`config.mk`:
```
export PLATFORM = sky130hd
export DESIGN_NAME = pwls_reg_write_scheduler
export DESIGN_NICKNAME = d
export VERILOG_FILES = /design/src/rtl/pwls_reg_write_scheduler_pkg.sv /design/src/rtl/pwls_reg_fifo.sv /design/src/rtl/pwls_reg_write_scheduler.sv
export SDC_FILE = /design/constraint.sdc
export NUM_CORES = 1
export LEC_CHECK = 0
export ABC_AREA = 1
export BUFFER_PORTS_ARGS = -buffer_cell sky130_fd_sc_hd__buf_2
export CORE_MARGIN = 4
export CORE_UTILIZATION = 50
export DETAILED_ROUTE_END_ITERATION = 7
export GPL_ROUTABILITY_DRIVEN = 0
export PLACE_DENSITY = 0.68
export SLEW_MARGIN = 40
export SYNTH_ARGS = -nofsm -noshare
export SYNTH_HDL_FRONTEND = slang
export SYNTH_SLANG_ARGS = --single-unit
```
`constraint.sdc`:
```
create_clock -name clk -period 5.7 [get_ports clk]
set_input_delay 1.14 -clock clk [delete_from_list [all_inputs] [get_ports clk]]
set_output_delay 1.14 -clock clk [all_outputs]
set_load 0.02 [all_outputs]
```
`src/rtl/pwls_reg_write_scheduler_pkg.sv`:
```
// Shared definitions for the PWL synth register write scheduler.
//   REG_BITS        - width of one ALU-unit register
//   CHAN_REG_STRIDE - registers per channel; channel index is addr[5:3]
//   reg_write_t     - one buffered host write (address + data)
package pwls_reg_write_scheduler_pkg;

   localparam int REG_BITS        = 16;
   localparam int CHAN_REG_STRIDE = 8;
   localparam int ADDR_BITS       = 6;

   typedef struct packed {
      logic [ADDR_BITS-1:0] addr;
      logic [REG_BITS-1:0]  data;
   } reg_write_t;

   // Channel index of a channel-register address (stride of 8 registers).
   function automatic logic [2:0] addr_chan(input logic [ADDR_BITS-1:0] addr);
      return addr[5:3];
   endfunction

endpackage

```
`src/rtl/pwls_reg_fifo.sv`:
```
// Synchronous FIFO buffering host register writes.
// Ports:
//   clk, reset   - clock, asynchronous active-high reset (empties the FIFO)
//   push, din    - write request and data (ignored when full)
//   pop          - drop the head entry (ignored when empty)
//   dout         - head entry, valid while !empty
//   full, empty  - occupancy flags, derived from registered count only
module pwls_reg_fifo #(
   parameter int WIDTH = 8,
   parameter int DEPTH = 4
) (
   input  logic             clk,
   input  logic             reset,
   input  logic             push,
   input  logic             pop,
   input  logic [WIDTH-1:0] din,
   output logic [WIDTH-1:0] dout,
   output logic             full,
   output logic             empty
);

   localparam int AW = (DEPTH > 1) ? $clog2(DEPTH) : 1;
   localparam int CW = $clog2(DEPTH + 1);

   logic [WIDTH-1:0] mem [DEPTH];
   logic [AW-1:0]    wr_ptr;
   logic [AW-1:0]    rd_ptr;
   logic [CW-1:0]    count;
   logic             push_ok;
   logic             pop_ok;

   // Full is taken from the registered count, so a pop in the same cycle
   // never makes room for a push while full.
   assign full    = (count == CW'(DEPTH));
   assign empty   = (count == '0);
   assign push_ok = push && !full;
   assign pop_ok  = pop && !empty;
   assign dout    = mem[rd_ptr];

   always_ff @(posedge clk or posedge reset) begin
      if (reset) begin
         wr_ptr <= '0;
         rd_ptr <= '0;
         count  <= '0;
      end else begin
         if (push_ok)
            wr_ptr <= (wr_ptr == AW'(DEPTH - 1)) ? '0 : wr_ptr + AW'(1);
         if (pop_ok)
            rd_ptr <= (rd_ptr == AW'(DEPTH - 1)) ? '0 : rd_ptr + AW'(1);
         case ({push_ok, pop_ok})
            2'b10:   count <= count + CW'(1);
            2'b01:   count <= count - CW'(1);
            default: count <= count;
         endcase
      end
   end

   // Storage needs no reset: an entry is only read after it has been written.
   always_ff @(posedge clk) begin
      if (push_ok)
         mem[wr_ptr] <= din;
   end

endmodule

```
`src/rtl/pwls_reg_write_scheduler.sv`:
```
// Schedules host register writes onto the time-sliced ALU unit.
// Channel registers are written only outside their owner's slot; global
// registers only on the frame boundary cycle.
// Ports:
//   clk, reset               - clock, asynchronous active-high reset
//   en                       - advances slot timing and allows write issue
//   host_waddr/wdata/valid   - host write request
//   host_ready               - FIFO not full
//   reg_waddr/wdata/we       - registered write port to the ALU register file
//   cur_chan, slot_phase     - current slot owner and cycle within slot
//   frame_strobe             - last cycle of the last channel slot (while en)
module pwls_reg_write_scheduler
   import pwls_reg_write_scheduler_pkg::*;
#(
   parameter int NUM_CHANNELS = 4,
   parameter int SLOT_CYCLES  = 8,
   parameter int FIFO_DEPTH   = 4,
   localparam int CHAN_W  = (NUM_CHANNELS > 1) ? $clog2(NUM_CHANNELS) : 1,
   localparam int PHASE_W = $clog2(SLOT_CYCLES)
) (
   input  logic                clk,
   input  logic                reset,
   input  logic                en,
   input  logic [5:0]          host_waddr,
   input  logic [REG_BITS-1:0] host_wdata,
   input  logic                host_valid,
   output logic                host_ready,
   output logic [5:0]          reg_waddr,
   output logic [REG_BITS-1:0] reg_wdata,
   output logic                reg_we,
   output logic [CHAN_W-1:0]   cur_chan,
   output logic [PHASE_W-1:0]  slot_phase,
   output logic                frame_strobe
);

   reg_write_t push_entry;
   reg_write_t head_entry;
   logic       fifo_full;
   logic       fifo_empty;
   logic       accept;
   logic       issue;
   logic       last_phase;
   logic       last_chan;
   logic       head_is_chan;
   logic       head_chan_busy;

   assign host_ready = !fifo_full;
   assign accept     = host_valid && host_ready;
   assign push_entry = '{addr: host_waddr, data: host_wdata};

   pwls_reg_fifo #(
      .WIDTH ($bits(reg_write_t)),
      .DEPTH (FIFO_DEPTH)
   ) u_fifo (
      .clk   (clk),
      .reset (reset),
      .push  (accept),
      .pop   (issue),
      .din   (push_entry),
      .dout  (head_entry),
      .full  (fifo_full),
      .empty (fifo_empty)
   );

   // Slot timing
   assign last_phase   = (slot_phase == PHASE_W'(SLOT_CYCLES - 1));
   assign last_chan    = (cur_chan == CHAN_W'(NUM_CHANNELS - 1));
   assign frame_strobe = en && last_phase && last_chan;

   always_ff @(posedge clk or posedge reset) begin
      if (reset) begin
         slot_phase <= '0;
         cur_chan   <= '0;
      end else if (en) begin
         if (last_phase) begin
            slot_phase <= '0;
            cur_chan   <= last_chan ? '0 : cur_chan + CHAN_W'(1);
         end else begin
            slot_phase <= slot_phase + PHASE_W'(1);
         end
      end
   end

   // Address classification and issue decision on the FIFO head
   assign head_is_chan   = (head_entry.addr < 6'(CHAN_REG_STRIDE * NUM_CHANNELS));
   assign head_chan_busy = (addr_chan(head_entry.addr) == 3'(cur_chan));

   always_comb begin
      issue = 1'b0;
      if (en && !fifo_empty) begin
         if (head_is_chan)
            issue = !head_chan_busy;
         else
            issue = frame_strobe;
      end
   end

   // Registered write port; address/data hold their last issued values.
   always_ff @(posedge clk or posedge reset) begin
      if (reset) begin
         reg_we    <= 1'b0;
         reg_waddr <= '0;
         reg_wdata <= '0;
      end else begin
         reg_we <= issue;
         if (issue) begin
            reg_waddr <= head_entry.addr;
            reg_wdata <= head_entry.data;
         end
      end
   end

endmodule

```
Word level (Yosys, flattened, before mapping)
Memory sizes are Yosys's and may differ from the RTL's.
Index checks and enable logic that the tools add are counted.
{"block": "op_classes", "add_sub_neg": 6, "order_cmp": 1, "eq_ne": 8, "n_mux": 9, "reduce_logical": 12}
{"op": "== test 2 bit, second input constant", "n": 4}
{"op": "adder 2 x 1 -> 2 bit, second input constant", "n": 3}
{"op": "adder 3 x 1 -> 3 bit, second input constant", "n": 2}
{"op": "== test 3 bit, second input constant", "n": 2}
{"op": "logical AND 1 bit", "n": 6}
{"op": "< comparator 6 bit, second input constant", "n": 1}
{"op": "2-to-1 mux 2 bit", "n": 3}
{"op": "one-hot mux 3 bit (2 select lines)", "n": 1}
{"op": "2-to-1 mux 1 bit", "n": 4}
{"op": "== test 3 x 2 -> 1 bit", "n": 1}
{"op": "logical NOT 1 bit", "n": 3}
{"op": "logical NOT 3 bit", "n": 1}
{"op": "2-to-1 mux 3 bit", "n": 1}
{"op": "subtractor 3 x 1 -> 3 bit, second input constant", "n": 1}
{"op": "== test 2 x 1 -> 1 bit, second input constant", "n": 1}
{"op": "AND reduction 2 bit", "n": 1}
{"op": "nonzero test 2 bit", "n": 1}
{"block": "totals", "reg_bits": 35, "ramBits": 88, "inputBits": 26, "out_inout_bits": 30, "elab_cells": 45, "mem_count": 1}
{"memory": "u_fifo.mem", "depth": 4, "width": 22, "read_ports": 1, "rd_clocked_by_memory_dff": 0, "wr": 1, "line_no": "pwls_reg_fifo.sv:25", "source": "logic [WIDTH-1:0] mem [DEPTH];"}

Logic depth before layout (Yosys ltp)
{"block": "depth", "ltp_word": 8, "ltp_mapped": 17, "mapped_depth_nobuf": 15}

Modules after synthesis
Synthesis repeated with hierarchy kept, for this count alone.
{"block": "unflattened", "hier_cells": 459, "hier_area_um2": 5322.6}
{"module": "pwls_reg_fifo", "instances": 1, "cells_per_inst": 318, "area_per_inst_um2": 4035.1, "seq_area_each_um2": 2817.7}
{"module": "pwls_reg_write_scheduler", "instances": 1, "cells_per_inst": 141, "area_per_inst_um2": 1287.5, "seq_area_each_um2": 700.7}

Worst setup path before layout
Ideal clock, no wire load.
{"block": "synth_path", "path_kind": "input to register", "startpoint": "input port en", "endpoint": "register u_fifo.count[2]", "setup_time_ns": 0.131, "t_arrival_ns": 2.678, "required_time_ns": 5.569, "setup_slack_ns": 2.892, "path_stages": 13, "path_buffers": 1, "cell_sequence": "inv_1 > a31oi_1 > nand2_2 > inv_4 > nand2_4 > buf_6 > inv_1 > ha_1 > inv_1 > fa_1 > a21oi_1 > o21ai_0 > xor2_1"}
{"block": "synth_via", "elab_chain_len": 7, "elab_cells_between_ends": 10, "cone_classes": "2 x eq/ne; 3 x mux; 5 x reduce/logical"}
{"element": "start, declared", "line_no": "pwls_reg_write_scheduler.sv:23", "source": "input logic en,"}
{"element": "logical AND 1 bit (2 in series)", "line_no": "pwls_reg_write_scheduler.sv:68", "source": "assign frame_strobe = en && last_phase && last_chan;"}
{"element": "2-to-1 mux 1 bit", "line_no": "pwls_reg_write_scheduler.sv:91", "source": "if (head_is_chan)"}
{"element": "2-to-1 mux 1 bit *", "line_no": "pwls_reg_write_scheduler.sv:90", "source": "if (en && !fifo_empty) begin"}
{"element": "logical AND 1 bit *", "line_no": "pwls_reg_fifo.sv:37", "source": "assign pop_ok = pop && !empty;"}
{"element": "via u_fifo.pop_ok", "line_no": "pwls_reg_fifo.sv:30", "source": "logic pop_ok;"}
{"element": "== test 2 x 1 -> 1 bit / == test 2 bit (equally long branches)", "line_no": "pwls_reg_fifo.sv:50", "source": "case ({push_ok, pop_ok})"}
{"element": "one-hot mux 3 bit (2 select lines) / nonzero test 2 bit (equally long branches)"}
{"element": "end signal, assigned", "line_no": "pwls_reg_fifo.sv:51", "source": "2'b10: count <= count + CW'(1);"}
{"element": "end signal, assigned", "line_no": "pwls_reg_fifo.sv:52", "source": "2'b01: count <= count - CW'(1);"}
{"element": "end signal, assigned", "line_no": "pwls_reg_fifo.sv:53", "source": "default: count <= count;"}
{"element": "end, declared", "line_no": "pwls_reg_fifo.sv:28", "source": "logic [CW-1:0] count;"}
Mark *: on every way through the listed nets, which the timed path passes. The rest lies on a longest branch.
A chain may end at the register's enable or synchronous reset.

Worst setup path in the final report
{"block": "layout_path", "startpoint": "register u_fifo.rd_ptr[0]", "endpoint": "register u_fifo.count[2]"}
{"block": "layout_via", "elab_chain_len": 8, "elab_cells_between_ends": 11, "cone_classes": "1 x order compare; 3 x eq/ne; 3 x mux; 3 x reduce/logical; 1 x memory"}
{"element": "start, declared", "line_no": "pwls_reg_fifo.sv:27", "source": "logic [AW-1:0] rd_ptr;"}
{"element": "start signal, assigned", "line_no": "pwls_reg_fifo.sv:49", "source": "rd_ptr <= (rd_ptr == AW'(DEPTH - 1)) ? '0 : rd_ptr + AW'(1);"}
{"element": "memory (4 x 22 bit) *"}
{"element": "branches (longest 2 deep; another with < comparator 6 bit)"}
{"element": "2-to-1 mux 1 bit *", "line_no": "pwls_reg_write_scheduler.sv:91"}
{"element": "2-to-1 mux 1 bit *", "line_no": "pwls_reg_write_scheduler.sv:90"}
{"element": "logical AND 1 bit *", "line_no": "pwls_reg_fifo.sv:37"}
{"element": "via u_fifo.pop_ok", "line_no": "pwls_reg_fifo.sv:30"}
{"element": "== test 2 x 1 -> 1 bit / == test 2 bit (equally long branches)", "line_no": "pwls_reg_fifo.sv:50"}
{"element": "one-hot mux 3 bit (2 select lines) / nonzero test 2 bit (equally long branches)"}
Mark *: on every way through the listed nets, which the timed path passes.

==> reports/results.ini <==
[die]
rows=35
core_um2=9420
ios=56
dieWidth_um=107
die_h_um=107
die-area_um2=11500
initial_core_util_pct=52.1

[flow_run]
drv_cap=0

[finish]
final_cell_mix=88 x edfxtp_1, 75 x nand2_1, 55 x buf_2
final_common_cell=edfxtp_1
antenna-diode-count=0
post_route_cells_drive_above_1_share_pct=21.3
fin_nets=507
syn_to_final_growth_pct=19.5

[global_route]
grt_max_degree=49
gr-total-overflow=0
grt.total_usage_pct=18.3
grt_pass1_vias=3134
antenna_found_initial=0
grt_pass1_wl_um=15600

[clock_network]
clk_path_buf_depth=2
clock_latency_ns=0.51
cts_sinks=123
clockRootBuffer=clkbuf_8
cts_buffers=17
hold_buffers=0
clkTransAtPathRegs_ns=0.06
postCtsSetupRepairBufs=0
htree_num_levels=4
cts_tree=done
cts_resized=0

[routing]
postRouteAntennaNets=0
drt_iter0_drc=136
wl_per_cell_um=16.1
vias=3166
drtPass1Iterations=4
drcViolationCount=0
routed_via_density=5.16
wirelength_um=9860

[setup_path]
crit_path_frequent_cell=nand2_1
critPathArrivalTime_ns=3.56
worst_ep_required_time_ns=6.10
worstSetupPathType=reg -> reg
cp_max_fo=43
r2r_slack_ns=2.54
rr_worst_depth=15
crit_path_end_kind=flop
timing.rr.start=u_fifo.rd_ptr[0]
critical_path.top_delay_family=simple AND/OR/NAND/NOR gates
timing.rr.end=u_fifo.count[2]
slowest_delay_ns=0.52
path_cells=inv_2, nand2_1, nand3_1, nand2_1, nand2_1, nand2_1, nand3_4, nand2_4, inv_1, ha_1, inv_1, fa_1, a21oi_1, o21ai_0, xor2_1
worst_setup_path_start_kind=flop
worst-path-buf-inv=3
slowest_stage=inv_2

[synth]
seq_area_frac_synth_pct=71.7
synth_nets=445
synth_seq_cells=123
avgSynthCellArea_um2=12.0
syn-cell-area_um2=4910
syn_inst=409
synth.distinct_cells=26
yosysWarnings=0

[placed_design]
numPortBuffers=55
hpwl_um=5650

[hold_path]
min_path_cells=2
hold-path-endpoint=reg_wdata[12]
hold_class=reg -> reg
worstHoldStart=reg_wdata[12]

[sta]
fin_crit_ns=3.16
skew_ns=0.0100
fin_crit_sh_pct=55.5
worst_pin_slew_ns=0.715
slew_headroom_pct=52.3
setup_tns_ns=0
fmax_ghz=0.316
holdWs_ns=0.472
rsz0062_at_grt=no
hold_viol=0
setup_viol=0
slew_viol_final=0

[status]
status=complete, no violations

[power]
p_per_area_nw_per_um2=584
p_leak_nw=2.45
ir_drop_mv=0.269

## registers in the layout, summed over array words and instances, names as in the netlist
name           flops
u_fifo.mem        88
reg_wdata         16
reg_waddr          6
slot_phase         3
u_fifo.count       3
cur_chan           2
u_fifo.rd_ptr      2
u_fifo.wr_ptr      2
reg_we             1
## power by group
group	internal [mW]	switching, mW
combinational	0.334	0.779
clock	0.626	0.367
sequential	1.22	0.100
total	2.18	1.25
## layout make-up
cell class / count / area, um2
sequential: 123 / 3520
inverter: 25 / 96.3
clock inverter: 13 / 126
fill: 726 / 3550
timing repair buffer: 62 / 328
clock buffer: 19 / 432
multi-input combinational: 242 / 1210
tap: 129 / 161
## cells by family (layout without fill, tap and decap cells)
group	Yosys count	in the layout	synth area share, %
xor gates and xnor gates	2	2	0.357
adders and majority gates	10	10	2.70
and+or+nand+nor	161	161	13.7
AOI/OAI and AO/OA	69	69	7.62
DFF	123	123	71.7
buffers and inverters	44	119	3.95
## routing by layer
metal	up-vias	wire, um	track usage (%)
met3	12	594	5.24
met4	0	127	7.21
met5	-	0	0
li1	1546	-	-
met2	94	4980	30.6
met1	1514	4160	22.4
## worst min-delay path: cells and delay by family (launching register included)
kind / cells / cell delay, ns
and+or+nand+nor: 2 / 0.11
DFF: 1 / 0.34
## metrics by stage
step	total power [mW]	cells	area, um2	util, %	worst slack, ns
finish	3.43	613	5870	62.3	2.54
CTS	3.46	613	5870	62.3	2.51
detailed placement	2.46	581	5310	56.4	2.30
floorplan	2.13	409	4910	-	2.89
global placement	2.43	581	5310	56.4	2.40
global route	3.66	613	5870	62.3	2.23
## cells in the mapped netlist
master	number	area, um2
edfxtp_1	88	2640
nand2_1	75	282
nor2_1	49	184
o21ai_0	43	215
dfrtp_1	35	876
nand3_1	32	160
inv_1	22	82.6
o22ai_1	19	119
clkbuf_1	9	33.8
ha_1	9	113
buf_2	6	30.0
a21oi_1	5	25.0
buf_6	2	22.5
inv_2	2	7.51
nand2_2	2	12.5
a31oi_1	1	6.26
buf_1	1	3.75
buf_4	1	7.51
fa_1	1	20.0
inv_4	1	6.26
nand2_4	1	11.3
nand3_4	1	17.5
o21ai_2	1	8.76
or2_0	1	6.26
xnor2_1	1	8.76
xor2_1	1	8.76
## how the worst max path moves through the flow
stage	end	slack [ns]	depth (start not counted)	start
global route	u_fifo.count[2]	2.23	15	u_fifo.rd_ptr[0]
finish	u_fifo.count[2]	2.54	15	u_fifo.rd_ptr[0]
CTS	u_fifo.count[2]	2.51	15	u_fifo.rd_ptr[0]
global placement	u_fifo.count[2]	2.40	13	en
detailed placement	u_fifo.count[2]	2.30	13	en
floorplan	u_fifo.count[2]	2.89	13	en
No activity file was read; power rests on OpenSTA's default activity.
